<file path="src/rtl/parking_pkg.sv">
// parking_pkg: shared types and defaults for the parking gate controller.
//   lane_state_e       : lane FSM states (IDLE, CHECK, OPEN, DENY, CLOSE)
//   OPEN_TIMEOUT_DEF   : default cycles a barrier waits open for the pass sensor
//   CLOSE_HOLD_DEF     : default cycles a barrier stays closed before re-arming
//   DENY_CNT_W         : width of the optional denied-entry counter
//   max_int()          : helper used to size the lane timer
package parking_pkg;

  typedef enum logic [2:0] {
    IDLE  = 3'd0,
    CHECK = 3'd1,
    OPEN  = 3'd2,
    DENY  = 3'd3,
    CLOSE = 3'd4
  } lane_state_e;

  localparam int OPEN_TIMEOUT_DEF = 16;
  localparam int CLOSE_HOLD_DEF   = 4;
  localparam int DENY_CNT_W       = 8;

  function automatic int max_int(input int a, input int b);
    return (a > b) ? a : b;
  endfunction

endpackage

</file>
<file path="src/rtl/parking_gate_lane.sv">
// parking_gate_lane: one barrier lane (FSM + shared timer).
// Parameters:
//   OPEN_TIMEOUT : cycles the barrier stays open waiting for pass (>= 2)
//   CLOSE_HOLD   : minimum closed cycles before re-arming (>= 1)
//   HAS_CHECK    : 1 = go through CHECK (vacancy test, may DENY); 0 = IDLE -> OPEN
// Ports:
//   clk, reset   : clock, asynchronous active-low reset
//   arrive       : car present at the loop
//   is_uni       : car type, latched when the arrival is accepted in IDLE
//   pass         : car crossed the barrier (honoured only in OPEN)
//   vacancy      : space available for the latched type (sampled only in CHECK)
//   state        : current FSM state (debug visibility)
//   gate_open    : barrier open command (registered)
//   denied       : high while in DENY (registered)
//   timeout      : one-cycle pulse when OPEN expires without pass
//   strobe       : one-cycle car-counted pulse, the cycle after pass is sampled
//   uni_q        : latched car type, valid during the strobe cycle
// Strobe semantics: strobe is a single-cycle valid with no ready; the counter
// must consume it in that cycle. At most one strobe per car: a lane re-arms
// only through IDLE, which needs arrive to have dropped.
module parking_gate_lane
  import parking_pkg::*;
#(
  parameter int OPEN_TIMEOUT = OPEN_TIMEOUT_DEF,
  parameter int CLOSE_HOLD   = CLOSE_HOLD_DEF,
  parameter bit HAS_CHECK    = 1'b1
) (
  input  logic        clk,
  input  logic        reset,
  input  logic        arrive,
  input  logic        is_uni,
  input  logic        pass,
  input  logic        vacancy,
  output lane_state_e state,
  output logic        gate_open,
  output logic        denied,
  output logic        timeout,
  output logic        strobe,
  output logic        uni_q
);

  localparam int TW = $clog2(max_int(OPEN_TIMEOUT, CLOSE_HOLD) + 1);
  localparam logic [TW-1:0] OPEN_LAST = TW'(OPEN_TIMEOUT - 1);
  localparam logic [TW-1:0] HOLD_LAST = TW'(CLOSE_HOLD - 1);

  logic [TW-1:0] timer;

  always_ff @(posedge clk or negedge reset) begin
    if (!reset) begin
      state     <= IDLE;
      timer     <= '0;
      uni_q     <= 1'b0;
      gate_open <= 1'b0;
      denied    <= 1'b0;
      timeout   <= 1'b0;
      strobe    <= 1'b0;
    end else begin
      // Pulse outputs default low; they are set only on the transition edge.
      strobe  <= 1'b0;
      timeout <= 1'b0;
      unique case (state)
        IDLE: begin
          timer <= '0;
          if (arrive) begin
            uni_q <= is_uni;
            if (HAS_CHECK) begin
              state <= CHECK;
            end else begin
              state     <= OPEN;
              gate_open <= 1'b1;
            end
          end
        end
        CHECK: begin
          timer <= '0;
          if (vacancy) begin
            state     <= OPEN;
            gate_open <= 1'b1;
          end else begin
            state  <= DENY;
            denied <= 1'b1;
          end
        end
        OPEN: begin
          // Pass takes priority over an expiry on the same cycle.
          if (pass) begin
            state     <= CLOSE;
            gate_open <= 1'b0;
            strobe    <= 1'b1;
            timer     <= '0;
          end else if (timer == OPEN_LAST) begin
            state     <= CLOSE;
            gate_open <= 1'b0;
            timeout   <= 1'b1;
            timer     <= '0;
          end else begin
            timer <= timer + 1'b1;
          end
        end
        DENY: begin
          timer <= '0;
          if (!arrive) begin
            state  <= IDLE;
            denied <= 1'b0;
          end
        end
        CLOSE: begin
          // Timer saturates at HOLD_LAST while the car is still on the loop.
          if (timer == HOLD_LAST) begin
            if (!arrive) begin
              state <= IDLE;
              timer <= '0;
            end
          end else begin
            timer <= timer + 1'b1;
          end
        end
        default: begin
          state     <= IDLE;
          timer     <= '0;
          gate_open <= 1'b0;
          denied    <= 1'b0;
        end
      endcase
    end
  end

endmodule

</file>
<file path="src/rtl/parking_gate_ctrl.sv">
// parking_gate_ctrl: entry/exit barrier controller feeding the occupancy counter.
// Optional feature macro: PARKING_GATE_DENY_COUNT_EN adds denied_count, a
// saturating count of CHECK->DENY transitions on the entry lane.
// Parameters: OPEN_TIMEOUT (>= 2), CLOSE_HOLD (>= 1).
// Ports:
//   clk, reset                         : clock, asynchronous active-low reset
//   entry_arrive/is_uni/pass           : entry loop, badge type, pass sensor
//   exit_arrive/is_uni/pass            : exit loop, car type, pass sensor
//   uni_is_vacated_space               : counter flag, university space free
//   is_vacated_space                   : counter flag, public space free
//   entry_gate_open, exit_gate_open    : barrier commands
//   entry_denied                       : entry refused (no space for type)
//   entry_timeout, exit_timeout        : one-cycle abort pulses
//   car_entered / is_uni_car_entered   : one-cycle strobe + type to counter
//   car_exited  / is_uni_car_exited    : one-cycle strobe + type to counter
//   denied_count (macro only)          : saturating denied-entry count
module parking_gate_ctrl
  import parking_pkg::*;
#(
  parameter int OPEN_TIMEOUT = OPEN_TIMEOUT_DEF,
  parameter int CLOSE_HOLD   = CLOSE_HOLD_DEF
) (
  input  logic clk,
  input  logic reset,
  input  logic entry_arrive,
  input  logic entry_is_uni,
  input  logic entry_pass,
  input  logic exit_arrive,
  input  logic exit_is_uni,
  input  logic exit_pass,
  input  logic uni_is_vacated_space,
  input  logic is_vacated_space,
  output logic entry_gate_open,
  output logic exit_gate_open,
  output logic entry_denied,
  output logic entry_timeout,
  output logic exit_timeout,
  output logic car_entered,
  output logic is_uni_car_entered,
  output logic car_exited,
  output logic is_uni_car_exited
`ifdef PARKING_GATE_DENY_COUNT_EN
  ,
  output logic [DENY_CNT_W-1:0] denied_count
`endif
);

  lane_state_e entry_state;
  lane_state_e exit_state;
  logic        entry_uni_q;
  logic        entry_vac;
  logic        exit_denied;

  // Vacancy for the entry car is chosen by its latched type; the lane only
  // looks at it while in CHECK.
  assign entry_vac = entry_uni_q ? uni_is_vacated_space : is_vacated_space;

  parking_gate_lane #(
    .OPEN_TIMEOUT (OPEN_TIMEOUT),
    .CLOSE_HOLD   (CLOSE_HOLD),
    .HAS_CHECK    (1'b1)
  ) u_entry (
    .clk       (clk),
    .reset     (reset),
    .arrive    (entry_arrive),
    .is_uni    (entry_is_uni),
    .pass      (entry_pass),
    .vacancy   (entry_vac),
    .state     (entry_state),
    .gate_open (entry_gate_open),
    .denied    (entry_denied),
    .timeout   (entry_timeout),
    .strobe    (car_entered),
    .uni_q     (entry_uni_q)
  );

  assign is_uni_car_entered = entry_uni_q;

  // Exits never need a vacancy check.
  parking_gate_lane #(
    .OPEN_TIMEOUT (OPEN_TIMEOUT),
    .CLOSE_HOLD   (CLOSE_HOLD),
    .HAS_CHECK    (1'b0)
  ) u_exit (
    .clk       (clk),
    .reset     (reset),
    .arrive    (exit_arrive),
    .is_uni    (exit_is_uni),
    .pass      (exit_pass),
    .vacancy   (1'b1),
    .state     (exit_state),
    .gate_open (exit_gate_open),
    .denied    (exit_denied),
    .timeout   (exit_timeout),
    .strobe    (car_exited),
    .uni_q     (is_uni_car_exited)
  );

`ifdef PARKING_GATE_DENY_COUNT_EN
  // CHECK with no vacancy is exactly the CHECK->DENY transition edge.
  always_ff @(posedge clk or negedge reset) begin
    if (!reset) begin
      denied_count <= '0;
    end else if (entry_state == CHECK && !entry_vac && denied_count != '1) begin
      denied_count <= denied_count + 1'b1;
    end
  end
`endif

  // Exit lane never denies; lane states are kept for debug visibility.
  logic unused_sigs;
  assign unused_sigs = ^{exit_denied, exit_state, entry_state};

endmodule

</file>
<file path="config.mk">
export PLATFORM = sky130hd
export DESIGN_NAME = parking_gate_ctrl
export DESIGN_NICKNAME = d
export VERILOG_FILES = /design/src/rtl/parking_pkg.sv /design/src/rtl/parking_gate_lane.sv /design/src/rtl/parking_gate_ctrl.sv
export SDC_FILE = /design/constraint.sdc
export NUM_CORES = 1
export LEC_CHECK = 0
export BUFFER_PORTS_ARGS = -buffer_cell sky130_fd_sc_hd__clkbuf_2
export CORE_AREA = 4 4 65 67
export CTS_CLUSTER_DIAMETER = 60
export DETAILED_ROUTE_END_ITERATION = 16
export DIE_AREA = 0 0 69 71
export PLACE_DENSITY = 0.6
export REMOVE_ABC_BUFFERS = 1
export SLEW_MARGIN = 5
export SYNTH_ARGS = -nofsm -noshare
export SYNTH_HDL_FRONTEND = slang
export SYNTH_SLANG_ARGS = --single-unit
export TNS_END_PERCENT = 30
</file>
<file path="constraint.sdc">
create_clock -name clk -period 5.3 [get_ports clk]
set_clock_uncertainty 0.2 [all_clocks]
set_input_delay 0.53 -clock clk [delete_from_list [all_inputs] [get_ports clk]]
set_output_delay 0.53 -clock clk [all_outputs]
set_load 0.02 [all_outputs]
</file>
==> run metrics <==
metal1 wirelength 1070 µm; most common cell after layout, fill and taps aside dfrtp_1; fin crit period 2.23 ns; Yosys cell types 39; CTS tree built; Fin. Hold Viols 0; Pwr per Cell Area approximately 480 nW/µm²; slowest CP cell or4b_4; Resized Gates After CTS 0; Worst-Margin Slew approximately 0.61 ns; total CTS buffers 3; layout filler cell count 379; I/O Pins 19; pin count of the biggest net entering global routing 25; status complete, no violations; starting density of the core between 30% and 40%; die span in x around 69 µm; final instance area 1470 µm²; critical-path cell list ha_1, or4b_4, a32o_2, or3_1, a21oi_1; Syn Std Cell Area 1260 µm²; Die Height between 70 and 80 µm; maximum vdd drop 266 µV; uppermost layer routed met4; final worst-path cycle share between 40% and 50%; CP endpoint kind flip-flop; DR vias about 950; antenna violations before repair 0; Buf/Inv on CP 0; setup bufs post-CTS 0; all-layer global routing usage 10.4%; Clock transition at path regs 0.09 ns; CTS Sinks 24; number of setup violations in the final report 0; vias in the first global route 952; CTS max path bufs 2; layout net count 157; Fmax 0.449 GHz; FFs w/ async S/R, synth 100%; RSZ-0062 raised after global routing no; post-place instance area about 1400 µm²; Worst-Skew Late Latency 0.27 ns; post-DP HPWL ~1800 µm; Seq/Total Area, Yosys 47.8%; HP Class in2async; gpl congestion 0.773; GRT Residual Overflow 0; Avg Vias per Cell between 5 and 6; routed wl met3 between 100 and 150 µm; Rel. slew slack 59.2%; Top Family by Delay on Critical Path simple AND/OR/NAND/NOR gates; die area 4900 µm²; Slew Viols, Final 0; worst endpoint data arrival time 2.22 ns; Power Total 0.000700 W; Avg Cell Area, Syn 10.6 µm²; met2 WL approximately 1200 µm; Post-Synthesis Cells 119; register bit total from synthesis 24; number of flops mapped to enable cells by yosys 0; Max-cap violations 0; CTS Root Cell clkbuf_8; Post-synth top flop dfrtp_1; first-pass GRT wire length 4250 µm; Routed WL 2410 µm; crit start category flip-flop; Post-CTS Hold Buffers 0; Fin Setup TNS 0 ns; share of cells above drive strength 1 around 22%; cell row count 22; core area about 3600 µm²; fin cells 186; PortBufs 18; diode count 0; kind of critical path reg2reg; area grow syn2layout 16.7%; Final ANT Viol Nets 0; synth warn 0; Worst EP required 5.29 ns; static leakage 0.670 nW; most frequent cells in the layout dfrtp_1, clkbuf_2, a21oi_1, ha_1, inv_1; Detailed Routing Iterations Pass 1 4; First DRT Iteration DRCs 19; H-tree Lvls 1; wire per inst 13.0 µm; Placed Cells 182; DRC violations left 0; max incr delay on CP 0.50 ns; largest fanout on the critical path 6
## cells by family (layout without fill, tap and decap cells)
kind of cell	count (synthesis)	after routing	share of synthesized area (%)
compound gates	25	25	12.7
buf+inv	10	29	2.99
mux	7	7	6.08
simple gates	43	43	21.0
flops	24	24	47.8
fa+ha+maj	8	8	7.97
xor+xnor	2	2	1.39
## cell usage after synthesis, types with 2 or more instances
library cell,count,area share [%]
a21oi_1,10,4.0
mux2_2,5,4.5
o21ai_0,6,2.4
and2_1,3,1.5
clkbuf_1,3,0.90
nand3_1,6,2.4
mux2i_1,2,1.6
nor3_1,2,0.80
nor2_1,5,1.5
nor4b_1,3,2.1
dfrtp_1,24,48
nand4b_1,2,1.4
ha_1,8,8.0
nand2b_1,4,2.0
inv_1,7,2.1
xnor2_1,2,1.4
nand2_1,5,1.5
## flip-flops by register name (all words and copies together) (netlist names)
signal / flops
u_entry.gate_open: 1
u_entry.timer: 5
u_exit.state: 2
u_exit.timer: 5
u_exit.gate_open: 1
u_exit.timeout: 1
u_entry.uni_q: 1
u_exit.strobe: 1
u_entry.timeout: 1
u_entry.state: 3
u_entry.strobe: 1
u_exit.uni_q: 1
u_entry.denied: 1
## power by group
part / internal [W] / leakage [nW] / switching, W / total (W)
Combinational: 0.000114 / 0.317 / 0.000137 / 0.000251
Sequential: 0.000232 / 0.317 / 0.0000565 / 0.000288
Clock: 0.000101 / 0.0357 / 0.0000597 / 0.000161
## stage by stage
stage	hold WS, ns	setup slack (ns)	utilization (%)
2_1_floorplan	0.0344	3.20	-
3_3_place_gp	0.287	3.14	38.4
3_5_place_dp	0.292	3.08	38.4
4_1_cts	0.0715	3.07	40.4
5_1_grt	0.105	2.98	40.4
6_report	0.0529	3.07	40.4
## routing by layer
layer,global-route usage [%],vias up
met3,3.41,2
met2,17.9,28
met4,1.95,0
met5,0,-
li1,-,475
met1,12.9,448
## worst reg2reg max path: cells and delay by family, from the launching register on
kind / cells / cell delay [ns]
DFF: 1 / 0.39
adders and majority gates: 1 / 0.25
and+or+nand+nor: 2 / 0.85
AOI/OAI and AO/OA: 2 / 0.46
## final timing paths
kind	startpoint	to	slack, ns	cells past startpoint
max	u_entry.timer[0]	u_entry.state[0]	3.07	5
min	reset	u_exit.gate_open	0.05	1
max reg2reg	u_entry.timer[0]	u_entry.state[0]	3.07	5
min reg2reg	u_entry.timer[0]	u_entry.timer[0]	0.30	1
max in group asynchronous	reset	u_entry.state[0]	4.44	1
min in group clk	exit_pass	u_exit.timeout	0.24	2
## layout make-up
| cell class | count | area [µm²] | share of cell area, % |
|---|---|---|---|
| multi-input cells | 85 | 618 | 42.2 |
| flip-flops and latches | 24 | 601 | 41.0 |
| repair buffers | 18 | 90.1 | 6.14 |
| well taps | 48 | 60.1 | 4.10 |
| clock buffers | 3 | 41.3 | 2.82 |
| clock inverters | 1 | 30.0 | 2.05 |
| inverters | 7 | 26.3 | 1.79 |
(Power assumes the default switching activity.)
